===== src/rtl/fifo_rd_stream.sv =====
// fifo_rd_stream: read-side drain stage for fifo_async.
// Turns the FIFO rd_en/rdata/empty port into a valid/ready stream. A 2-entry
// buffer absorbs the FIFO's one-cycle read latency. The block also counts
// delivered words and keeps a sticky FIFO read-error flag.
module fifo_rd_stream #(
    parameter int unsigned WIDTH     = 8,
    parameter int unsigned CNT_WIDTH = 16
) (
    input  logic                 rd_clk_i,
    input  logic                 rst_n_i,
    output logic                 fifo_rd_en_o,
    input  logic [WIDTH-1:0]     fifo_rdata_i,
    input  logic                 fifo_empty_i,
    input  logic                 fifo_rd_error_i,
    output logic                 m_valid_o,
    output logic [WIDTH-1:0]     m_data_o,
    input  logic                 m_ready_i,
    input  logic                 flush_i,
    output logic [CNT_WIDTH-1:0] word_cnt_o,
    output logic                 rd_err_o
);

    // Buffer occupancy.
    typedef enum logic [1:0] {
        S_EMPTY = 2'd0,
        S_ONE   = 2'd1,
        S_TWO   = 2'd2
    } state_t;

    state_t               r_state;
    state_t               w_state_next;
    logic                 r_inflight;
    logic                 r_drop;
    logic [WIDTH-1:0]     r_head;
    logic [WIDTH-1:0]     r_tail;
    logic [CNT_WIDTH-1:0] r_word_cnt;
    logic                 r_rd_err;

    logic                 w_pop;
    logic                 w_push;
    logic                 w_room;
    logic                 w_rd_en;

    // Occupancy register.
    always_ff @(posedge rd_clk_i or negedge rst_n_i) begin
        if (!rst_n_i) begin
            r_state <= S_EMPTY;
        end else begin
            r_state <= w_state_next;
        end
    end

    // Next occupancy, pop/push decode and the read strobe.
    // The strobe is gated by rst_n_i so it reads 0 while reset is held.
    // It is also gated by flush_i, because a flushed cycle must not start a read.
    always_comb begin
        w_state_next = r_state;
        w_pop        = 1'b0;
        w_push       = 1'b0;
        w_room       = 1'b0;
        w_rd_en      = 1'b0;

        w_pop  = (r_state != S_EMPTY) & m_ready_i;
        w_push = r_inflight & ~r_drop & ~flush_i;

        // Room exists when count + inflight - pop < 2.
        case (r_state)
            S_EMPTY: begin
                w_room = 1'b1;
                if (w_push) begin
                    w_state_next = S_ONE;
                end
            end
            S_ONE: begin
                w_room = ~r_inflight | w_pop;
                if (w_push && !w_pop) begin
                    w_state_next = S_TWO;
                end else if (!w_push && w_pop) begin
                    w_state_next = S_EMPTY;
                end
            end
            S_TWO: begin
                w_room = w_pop & ~r_inflight;
                if (w_pop && !w_push) begin
                    w_state_next = S_ONE;
                end
            end
            default: begin
                w_state_next = S_EMPTY;
            end
        endcase

        if (flush_i) begin
            w_state_next = S_EMPTY;
        end

        w_rd_en = rst_n_i & ~fifo_empty_i & ~flush_i & w_room;
    end

    // Read-in-flight tracking; a read pending at a flush edge is marked for dropping.
    always_ff @(posedge rd_clk_i or negedge rst_n_i) begin
        if (!rst_n_i) begin
            r_inflight <= 1'b0;
            r_drop     <= 1'b0;
        end else begin
            r_inflight <= w_rd_en;
            r_drop     <= flush_i & r_inflight;
        end
    end

    // Two-entry FIFO-ordered buffer: head is presented, tail is the second word.
    always_ff @(posedge rd_clk_i or negedge rst_n_i) begin
        if (!rst_n_i) begin
            r_head <= '0;
            r_tail <= '0;
        end else if (!flush_i) begin
            case ({w_push, w_pop})
                2'b10: begin
                    if (r_state == S_EMPTY) begin
                        r_head <= fifo_rdata_i;
                    end else begin
                        r_tail <= fifo_rdata_i;
                    end
                end
                2'b01: begin
                    r_head <= r_tail;
                end
                2'b11: begin
                    if (r_state == S_ONE) begin
                        r_head <= fifo_rdata_i;
                    end else begin
                        r_head <= r_tail;
                        r_tail <= fifo_rdata_i;
                    end
                end
                default: begin
                end
            endcase
        end
    end

    // Count handshakes that are not cancelled by a flush in the same cycle.
    always_ff @(posedge rd_clk_i or negedge rst_n_i) begin
        if (!rst_n_i) begin
            r_word_cnt <= '0;
        end else if (w_pop && !flush_i) begin
            r_word_cnt <= r_word_cnt + CNT_WIDTH'(1);
        end
    end

    // Sticky FIFO read-error flag, cleared only by reset.
    always_ff @(posedge rd_clk_i or negedge rst_n_i) begin
        if (!rst_n_i) begin
            r_rd_err <= 1'b0;
        end else if (fifo_rd_error_i) begin
            r_rd_err <= 1'b1;
        end
    end

    assign fifo_rd_en_o = w_rd_en;
    assign m_valid_o    = (r_state != S_EMPTY);
    assign m_data_o     = r_head;
    assign word_cnt_o   = r_word_cnt;
    assign rd_err_o     = r_rd_err;

endmodule

===== config.mk =====
export PLATFORM = sky130hd
export DESIGN_NAME = fifo_rd_stream
export DESIGN_NICKNAME = d
export VERILOG_FILES = /design/src/rtl/fifo_rd_stream.sv
export SDC_FILE = /design/constraint.sdc
export NUM_CORES = 1
export LEC_CHECK = 0
export ABC_AREA = 1
export BUFFER_PORTS_ARGS = -buffer_cell sky130_fd_sc_hd__buf_2
export CORE_MARGIN = 2
export CORE_UTILIZATION = 40
export CTS_CLUSTER_DIAMETER = 150
export DETAILED_ROUTE_END_ITERATION = 6
export PLACE_DENSITY = 0.72
export SYNTH_ARGS = -nofsm -noshare
export SYNTH_HDL_FRONTEND = slang
export SYNTH_SLANG_ARGS = --single-unit
export TNS_END_PERCENT = 50

===== constraint.sdc =====
create_clock -name rd_clk_i -period 2.7 [get_ports rd_clk_i]
set_input_delay 0.54 -clock rd_clk_i [delete_from_list [all_inputs] [get_ports rd_clk_i]]
set_output_delay 0.54 -clock rd_clk_i [all_outputs]
set_load 0.01 [all_outputs]

==> impl_results.md, run 1 <==
- Vias in the first global route: 1630
- Clock latency at the later pin of the worst-skew pair: 0.28 ns
- Relative slew slack: 0.650
- Fill count: 475
- Yosys warns: 0
- Final ANT Viol Nets: 0
- Predominant post-synthesis flop cell: dfrtp_1
- Core area: 0.00469 mm²
- WP data arrival: 1.38 ns
- Cells after Synth: 255
- Port bufs: 40
- Max-cap violations: 0
- Total CTS buffers: 5
- # IOs: 41
- Area grow syn2layout: 20.3%
- Final HPWL from detailed placement: 3040 µm
- Final WS setup: 0.782 ns
- Fraction of layout cells with a size suffix above 1: 0.206
- Die Wd: 73.4 µm
- Synth Register Bits: 37
- Final net count: 315
- Post-place setup slack: 0.874 ns
- Total track usage: 0.171
- Routability-driven placement congestion ratio: 0.821
- Startpoint types: flip-flop
- Setup tns final: 0 ns
- Total vias in the final route: 1706
- Peak VDD IR: 305 µV
- Status: finished clean
- Root Driver: clkbuf_8
- CTS tree: built
- Crit path max fanout: 5
- Die ar.: 0.00539 mm²
- Crit. End Element: primary output
- Slew @ Worst Pin: 0.524 ns
- Avg Cell Area, Syn: 7.56 µm²
- Count of cell types in the netlist: 25
- H-tree levels: 2
- Largest net degree at the start of global routing: 38
- CTS Buffer Depth: 2
- Combinational share of power: 0.190
- Post-CTS Setup Bufs: 0
- First-pass GRT wire length: 7200 µm
- Setup violators final: 0
- Worst min path class: primary input to asynchronous set/reset pin
- RSZ-0062 raised after global routing: false
- Worst path slowest cell: dfrtp_1
- Critical Path Max Stage Delay: 0.41 ns
- Fin. max-slew vios: 0
- Core Rows: 25
- Minimum clock period: 1.92 ns
- Cts hold-fix bufs: 0
- Fmax: 521 MHz
- Vias/cell: 4.81
- Die Span Y: 73.4 µm
- Net count after synthesis: 270
- CP required: 2.16 ns
- Crit-path cells: inv_1 -> o21ai_1 -> a211oi_1 -> buf_2
- # diodes: 0
- Pwr Density: 686 mW/mm²
- Reg clk slew, reported paths: 0.08 ns
- Pleak: 0.00124 µW
- Finished Core Util: 0.494
- Share of flip-flops with an asynchronous set or reset: 1.00
- Resized Gates After CTS: 0
- Congestion Overflow GR: 0
- Clock power frac: 0.357
- Post-Syn Area: 0.00193 mm²
- WL final: 4110 µm
- First-pass detailed-route iteration total: 4
- Register area share after synthesis: 0.481
- Period utilization: 0.710
- Drt initial violations: 78
- Initial Util: 0.411
- Seq pwr share: 0.453
- Post-route DRC: 0
- P_sw: 447 µW
- Routed WL per cell: 11.6 µm
- Setup Skew: 0.00699 ns
- Hold Fails Final Rpt: 0
- Clock sinks: 37
- WS Path Type: flip-flop to primary output
- Net Sw Frac: 0.281
- P_int: 1140 µW
- Initial antenna violation count: 0
- Post-synth EDFFs: 0
- Hold WS: 0.333 ns
-- power by group through the flow --
stage          Combinational, µW  Sequential, µW  Clock, µW
2_1_floorplan                145             755          0
6_report                     301             720        568
5_1_grt                      349             733        621
4_1_cts                      309             721        586
3_5_place_dp                 309             731          0
3_3_place_gp                 300             729          0
-- final timing paths --
kind | start | to | slack, ns | depth (start not counted)
worst max-delay path | r_state[0]$_DFFE_PN0P_ | fifo_rd_en_o | 0.78 | 4
worst min-delay path | rst_n_i | word_cnt_o[5]$_DFFE_PN0P_ | 0.33 | 2
worst max register to register | r_state[1]$_DFFE_PN0P_ | m_data_o[7]$_DFFE_PN0P_ | 1.08 | 8
worst min register to register | rd_err_o$_DFFE_PN0P_ | rd_err_o$_DFFE_PN0P_ | 0.46 | 1
max in group asynchronous | rst_n_i | rd_err_o$_DFFE_PN0P_ | 2.02 | 2
min in group rd_clk_i | fifo_rd_error_i | rd_err_o$_DFFE_PN0P_ | 0.45 | 2
-- layout make-up --
type / instances / area, µm² / share of cell area
Multi-Input combinational cell: 190 / 890 / 0.384
Sequential cell: 37 / 926 / 0.399
Clock buffer: 5 / 68.8 / 0.0297
Timing Repair Buffer: 41 / 208 / 0.0896
Clock inverter: 3 / 65.1 / 0.0281
Inverter: 25 / 93.8 / 0.0405
Tap cell: 54 / 67.6 / 0.0291
-- metrics by stage --
| step | cell area, µm² | std cells | power [µW] |
|---|---|---|---|
| 2_1_floorplan | 1930 | 255 | 900 |
| 3_3_place_gp | 2180 | 347 | 1030 |
| 3_5_place_dp | 2180 | 347 | 1040 |
| 4_1_cts | 2320 | 355 | 1620 |
| 5_1_grt | 2320 | 355 | 1700 |
| 6_report | 2320 | 355 | 1590 |
-- flip-flops by register name, summed over array words and instances, names as in the netlist --
register and count:
r_tail 8, r_state 2, rd_err_o 1, m_data_o 8, r_drop 1, r_inflight 1
word_cnt_o 16
-- layer usage --
metal | global-route usage | routed length [µm] | share of wire | vias to the layer above
li1 | - | - | - | 883
met1 | 0.215 | 1900 | 0.46 | 780
met2 | 0.294 | 2010 | 0.49 | 39
met3 | 0.0439 | 169 | 0.041 | 4
met4 | 0.0444 | 29 | 0.0071 | 0
met5 | 0 | 0 | 0 | -
-- critical path: cells and delay by family, from the launching register on --
| family | cells | cell delay [ns] |
|---|---|---|
| DFF | 1 | 0.41 |
| AOI/OAI and AO/OA | 2 | 0.36 |
| buffers and inverters | 2 | 0.33 |
-- placed cells by master, fill, tap and decap left out, types with 5 or more instances in the layout --
cell	count
dfrtp_1	37
o21ai_1	7
clkbuf_8	5
nor2_1	36
a21oi_1	5
buf_2	40
nand3_1	14
inv_1	23
o21ai_0	8
nand2_1	93
xnor2_1	5
-- cell usage after synthesis (3+ instances only) --
| library cell | number | share of area |
|---|---|---|
| a21oi_1 | 5 | 0.013 |
| dfrtp_1 | 37 | 0.48 |
| inv_1 | 23 | 0.045 |
| nand2_1 | 93 | 0.18 |
| nand3_1 | 14 | 0.036 |
| nand4_1 | 3 | 0.0097 |
| nor2_1 | 36 | 0.070 |
| nor2_4 | 3 | 0.018 |
| o21ai_0 | 8 | 0.021 |
| o21ai_1 | 7 | 0.018 |
| xnor2_1 | 5 | 0.023 |
| xor2_1 | 3 | 0.014 |
-- kinds of logic after synthesis --
group / Yosys count / share of synthesized area
simple gates: 159 / 0.358
xor+xnor: 8 / 0.0364
compound gates: 22 / 0.0604
buf+inv: 28 / 0.0578
flops: 37 / 0.481
fa+ha+maj: 1 / 0.00649
No activity file was read; power rests on OpenSTA's default activity.
==> inputs of run 2 (changes only) <==
--- a/config.mk
+++ b/config.mk
@@ -5,13 +5,13 @@
 export SDC_FILE = /design/constraint.sdc
 export NUM_CORES = 1
 export LEC_CHECK = 0
-export ABC_AREA = 1
+export ABC_AREA = 0
 export BUFFER_PORTS_ARGS = -buffer_cell sky130_fd_sc_hd__buf_2
 export CORE_MARGIN = 2
 export CORE_UTILIZATION = 40
 export CTS_CLUSTER_DIAMETER = 150
 export DETAILED_ROUTE_END_ITERATION = 6
-export PLACE_DENSITY = 0.72
+export PLACE_DENSITY = 0.75
 export SYNTH_ARGS = -nofsm -noshare
 export SYNTH_HDL_FRONTEND = slang
 export SYNTH_SLANG_ARGS = --single-unit
==> constraint.sdc (replaced) <==
create_clock -name rd_clk_i -period 1.6 [get_ports rd_clk_i]
set_input_delay 0.32 -clock rd_clk_i [delete_from_list [all_inputs] [get_ports rd_clk_i]]
set_output_delay 0.32 -clock rd_clk_i [all_outputs]
set_load 0.01 [all_outputs]
==> run 2 against run 1 <==
  * Non-clock buffer count up 31
  * Clock skew down 0.0027 ns
  * Die area down 11%
  * Combinational power up 58%
  * Via count down 20%
  * Critical path depth up 1
  * Register-to-register slack worse by 1.3 ns
  * Sequential cell count unchanged
  * The flow now finishes with violations (negative setup slack)
==> impl_results.md, run 2 <==
- Status: finished, violations left
- Violated checks: negative setup slack
- WS Path Type: flip-flop to primary output
- Relative slew slack: 0.687 (+0.0378)
- Final HPWL from detailed placement: 2410 µm (-21%)
- Predominant post-synthesis flop cell: dfrtp_1
- Fraction of layout cells with a size suffix above 1: 0.466 (+0.260)
- Net count after synthesis: 160 (-41%)
- Top cell type's share of synthesized area: 0.541 (+0.0604)
- Finished Core Util: 0.575 (+0.0813)
- Max reg flops: 16 (unchanged)
- Synth area leaders: dfrtp_1 (54%), xnor2_1 (6.7%), mux2_2 (5.9%)
- Met3 Track Usage GR: 0.0523 (+0.00843)
- First-pass GRT wire length: 6040 µm (-16%)
- Most frequent cell after synthesis: dfrtp_1
- Reg clk slew, reported paths: 0.07 ns (about the same)
- Met2 Use GR: 0.241 (-0.0528)
- Post-synth EDFFs: 0 (unchanged)
- Slew @ Worst Pin: 0.469 ns (-0.0554 ns)
- CP required: 1.28 ns (-0.88 ns)
- Final net count: 235 (-25%)
- Total CTS buffers: 5 (unchanged)
- WP depth: 5 (+1)
- Final WS setup: -0.176 ns (-0.958 ns)
- Startpoint types: flip-flop
- Adder-cell area share of the yosys netlist: 0.00731 (+0.000816)
- Reg2Reg Launch Point: r_state[1]$_DFFE_PN0P_
- Crit path max-delay family: flip-flops
- Met1 usage: 0.205 (-0.00994)
- Pwr Total: 2230 µW (+40%)
- Crit-path cells: buf_6 -> a21oi_2 -> a21oi_2 -> nor4b_2 -> buf_2
- Pwr Density: 953 mW/mm² (+39%)
- Die Wd: 69.4 µm (-5.4%)
- Total vias in the final route: 1373 (-20%)
- # diodes: 0 (unchanged)
- Commonest non-fill, non-tap cell in the layout: buf_2
- Cells after Synth: 145 (-43%)
- Hold Fails Final Rpt: 0 (unchanged)
- Fin. max-slew vios: 0 (unchanged)
- Area grow syn2layout: 36.4%
- Routability-driven placement congestion ratio: 0.811 (-1.2%)
- Die ar.: 0.00482 mm² (-11%)
- RSZ-0062 raised after global routing: true
- Post-place setup slack: -0.0329 ns (-0.907 ns)
- CTS tree: built
- Post-Syn Area: 0.00171 mm² (-11%)
- CTS Buffer Depth: 2 (unchanged)
- Clock sinks: 37 (unchanged)
- Critical Path Max Stage Delay: 0.43 ns (+0.02 ns)
- Core Rows: 23 (-8.0%)
- Core area: 0.00406 mm² (-14%)
- Congestion Overflow GR: 0 (unchanged)
- Commonest non-fill, non-tap cells in the layout: buf_2 (40), dfrtp_1 (37), buf_4 (27), xnor2_1 (13)
- Post-synth top area cell: dfrtp_1
- Initial antenna violation count: 0 (unchanged)
- Vias in the first global route: 1336 (-18%)
- First-pass detailed-route iteration total: 4 (unchanged)
- Max-cap violations: 0 (unchanged)
- Avg Cell Area, Syn: 11.8 µm² (+56%)
- Most used routing layer: met2
- Setup Skew: 0.00428 ns (-0.00271 ns)
- Final ANT Viol Nets: 0 (unchanged)
- Largest net degree at the start of global routing: 38 (unchanged)
- Post-route DRC: 0 (unchanged)
- Drt initial violations: 70 (-10%)
- Routed WL per cell: 13.5 µm (+17%)
- Initial Util: 0.422 (+0.0112)
- Crit path max fanout: 3 (-2)
- Fmax: 563 MHz
- Count of cell types in the netlist: 33 (+32%)
- WL final: 3660 µm (-11%)
- Setup tns final: -1.47 ns (-1.47 ns)
- Cts hold-fix bufs: 0 (unchanged)
- Crit. End Element: primary output
- R2R cell count: 5 (-3)
- Crit-path most repeated cell: a21oi_2
- Compound-Gate Fraction of Synth Area: 0.0775 (+0.0171)
- CP bufs+invs: 2 (unchanged)
- Main combinational cell family by area after synthesis: simple AND/OR/NAND/NOR gates
- Pleak: 0.00119 µW (-3.7%)
- Port bufs: 40 (unchanged)
- Mux contribution to synthesized area: 0.0943 (+0.0943)
- Setup violators final: 15 (+15)
- Simple-gate share of the synthesized area: 0.182 (-0.176)
- Period utilization: 1.11
- Total track usage: 0.158 (-0.0134)
- Register area share after synthesis: 0.541 (+0.0604)
- WP data arrival: 1.46 ns (+0.08 ns)
- R2R Path End: m_data_o[2]$_DFFE_PN0P_
- H-tree levels: 2 (unchanged)
- Root Driver: clkbuf_8
- Share of flip-flops with an asynchronous set or reset: 1.00 (unchanged)
- Yosys warns: 0 (unchanged)
- Synth Area in XOR/XNOR: 0.0768 (+0.0404)
- # IOs: 41 (unchanged)
- Worst Setup SP: r_state[1]$_DFFE_PN0P_
- Hold WS: 0.102 ns (-0.231 ns)
- Peak VDD IR: 676 µV (+120%)
- Die Span Y: 69.4 µm (-5.4%)
- Minimum clock period: 1.78 ns
- Vias/cell: 5.07 (+5.4%)
- Flop-to-flop setup slack: -0.17 ns (-1.25 ns)
- Clock latency at the later pin of the worst-skew pair: 0.29 ns (about the same)
- Worst min path class: primary input to asynchronous set/reset pin
- Synth Register Bits: 37 (unchanged)
- Most frequent cells after synthesis: dfrtp_1 (37), xnor2_1 (13), a21oi_1 (11)
- Worst path slowest cell: dfrtp_1
## run 2: cell count changes after synthesis, sizes merged, moves of 4 or more
cell   previous run  this run
o21ai            16         4
mux2i             0         6
nand3            14         7
nor2b             0         4
nor2             41        10
inv              25         3
nand2            96         6
xnor2             5        13
a21oi             5        12
mux2              0         9
## run 2: layout make-up
type | count | area (µm²)
Fill cell | 345 | 1720
Sequential cell | 37 | 926
Multi-Input combinational cell | 101 | 785
Timing Repair Buffer | 72 | 468
Clock buffer | 6 | 72.6
Tap cell | 50 | 62.6
Inverter | 3 | 11.3
Clock inverter | 2 | 10.0
## run 2: cells by family (layout without fill, tap and decap cells)
logic type      after synthesis  in the layout
compound gates               20             20
xor+xnor                     15             15
fa+ha+maj                     1              1
buf+inv                       7             83
flops                        37             37
mux                          15             15
simple gates                 50             50
## run 2: how the worst max path moves through the flow
stage / end / slack, ns
floorplan: m_data_o[2]$_DFFE_PN0P_ / 0.02
global placement: m_data_o[3]$_DFFE_PN0P_ / 0.01
detailed placement: m_data_o[2]$_DFFE_PN0P_ / -0.03
CTS: m_data_o[2]$_DFFE_PN0P_ / -0.16
global route: fifo_rd_en_o / -0.26
finish: fifo_rd_en_o / -0.18
## run 2: what timing repair did
action	4_1_cts	5_1_grt
pin swaps	2	3
setup endpoints to repair	8	19
buffers inserted	12	3
gates resized for setup	8	6
## run 2: stage by stage
| stage | cell area, µm² | std cells |
|---|---|---|
| 2_1_floorplan | 1710 | 145 |
| 3_3_place_gp | 2090 | 248 |
| 3_5_place_dp | 2090 | 248 |
| 4_1_cts | 2290 | 268 |
| 5_1_grt | 2330 | 271 |
| 6_report | 2330 | 271 |
## run 2: layer usage
metal	share of wire	wire [µm]	up-vias
met1	0.44	1600	653
met5	0	0	-
li1	-	-	662
met2	0.48	1750	49
met4	0.016	59	0
met3	0.069	253	9
## run 2: power by group
group / internal [µW] / switching (µW)
Combinational: 244 / 231
Sequential: 1050 / 80.9
Clock: 302 / 317
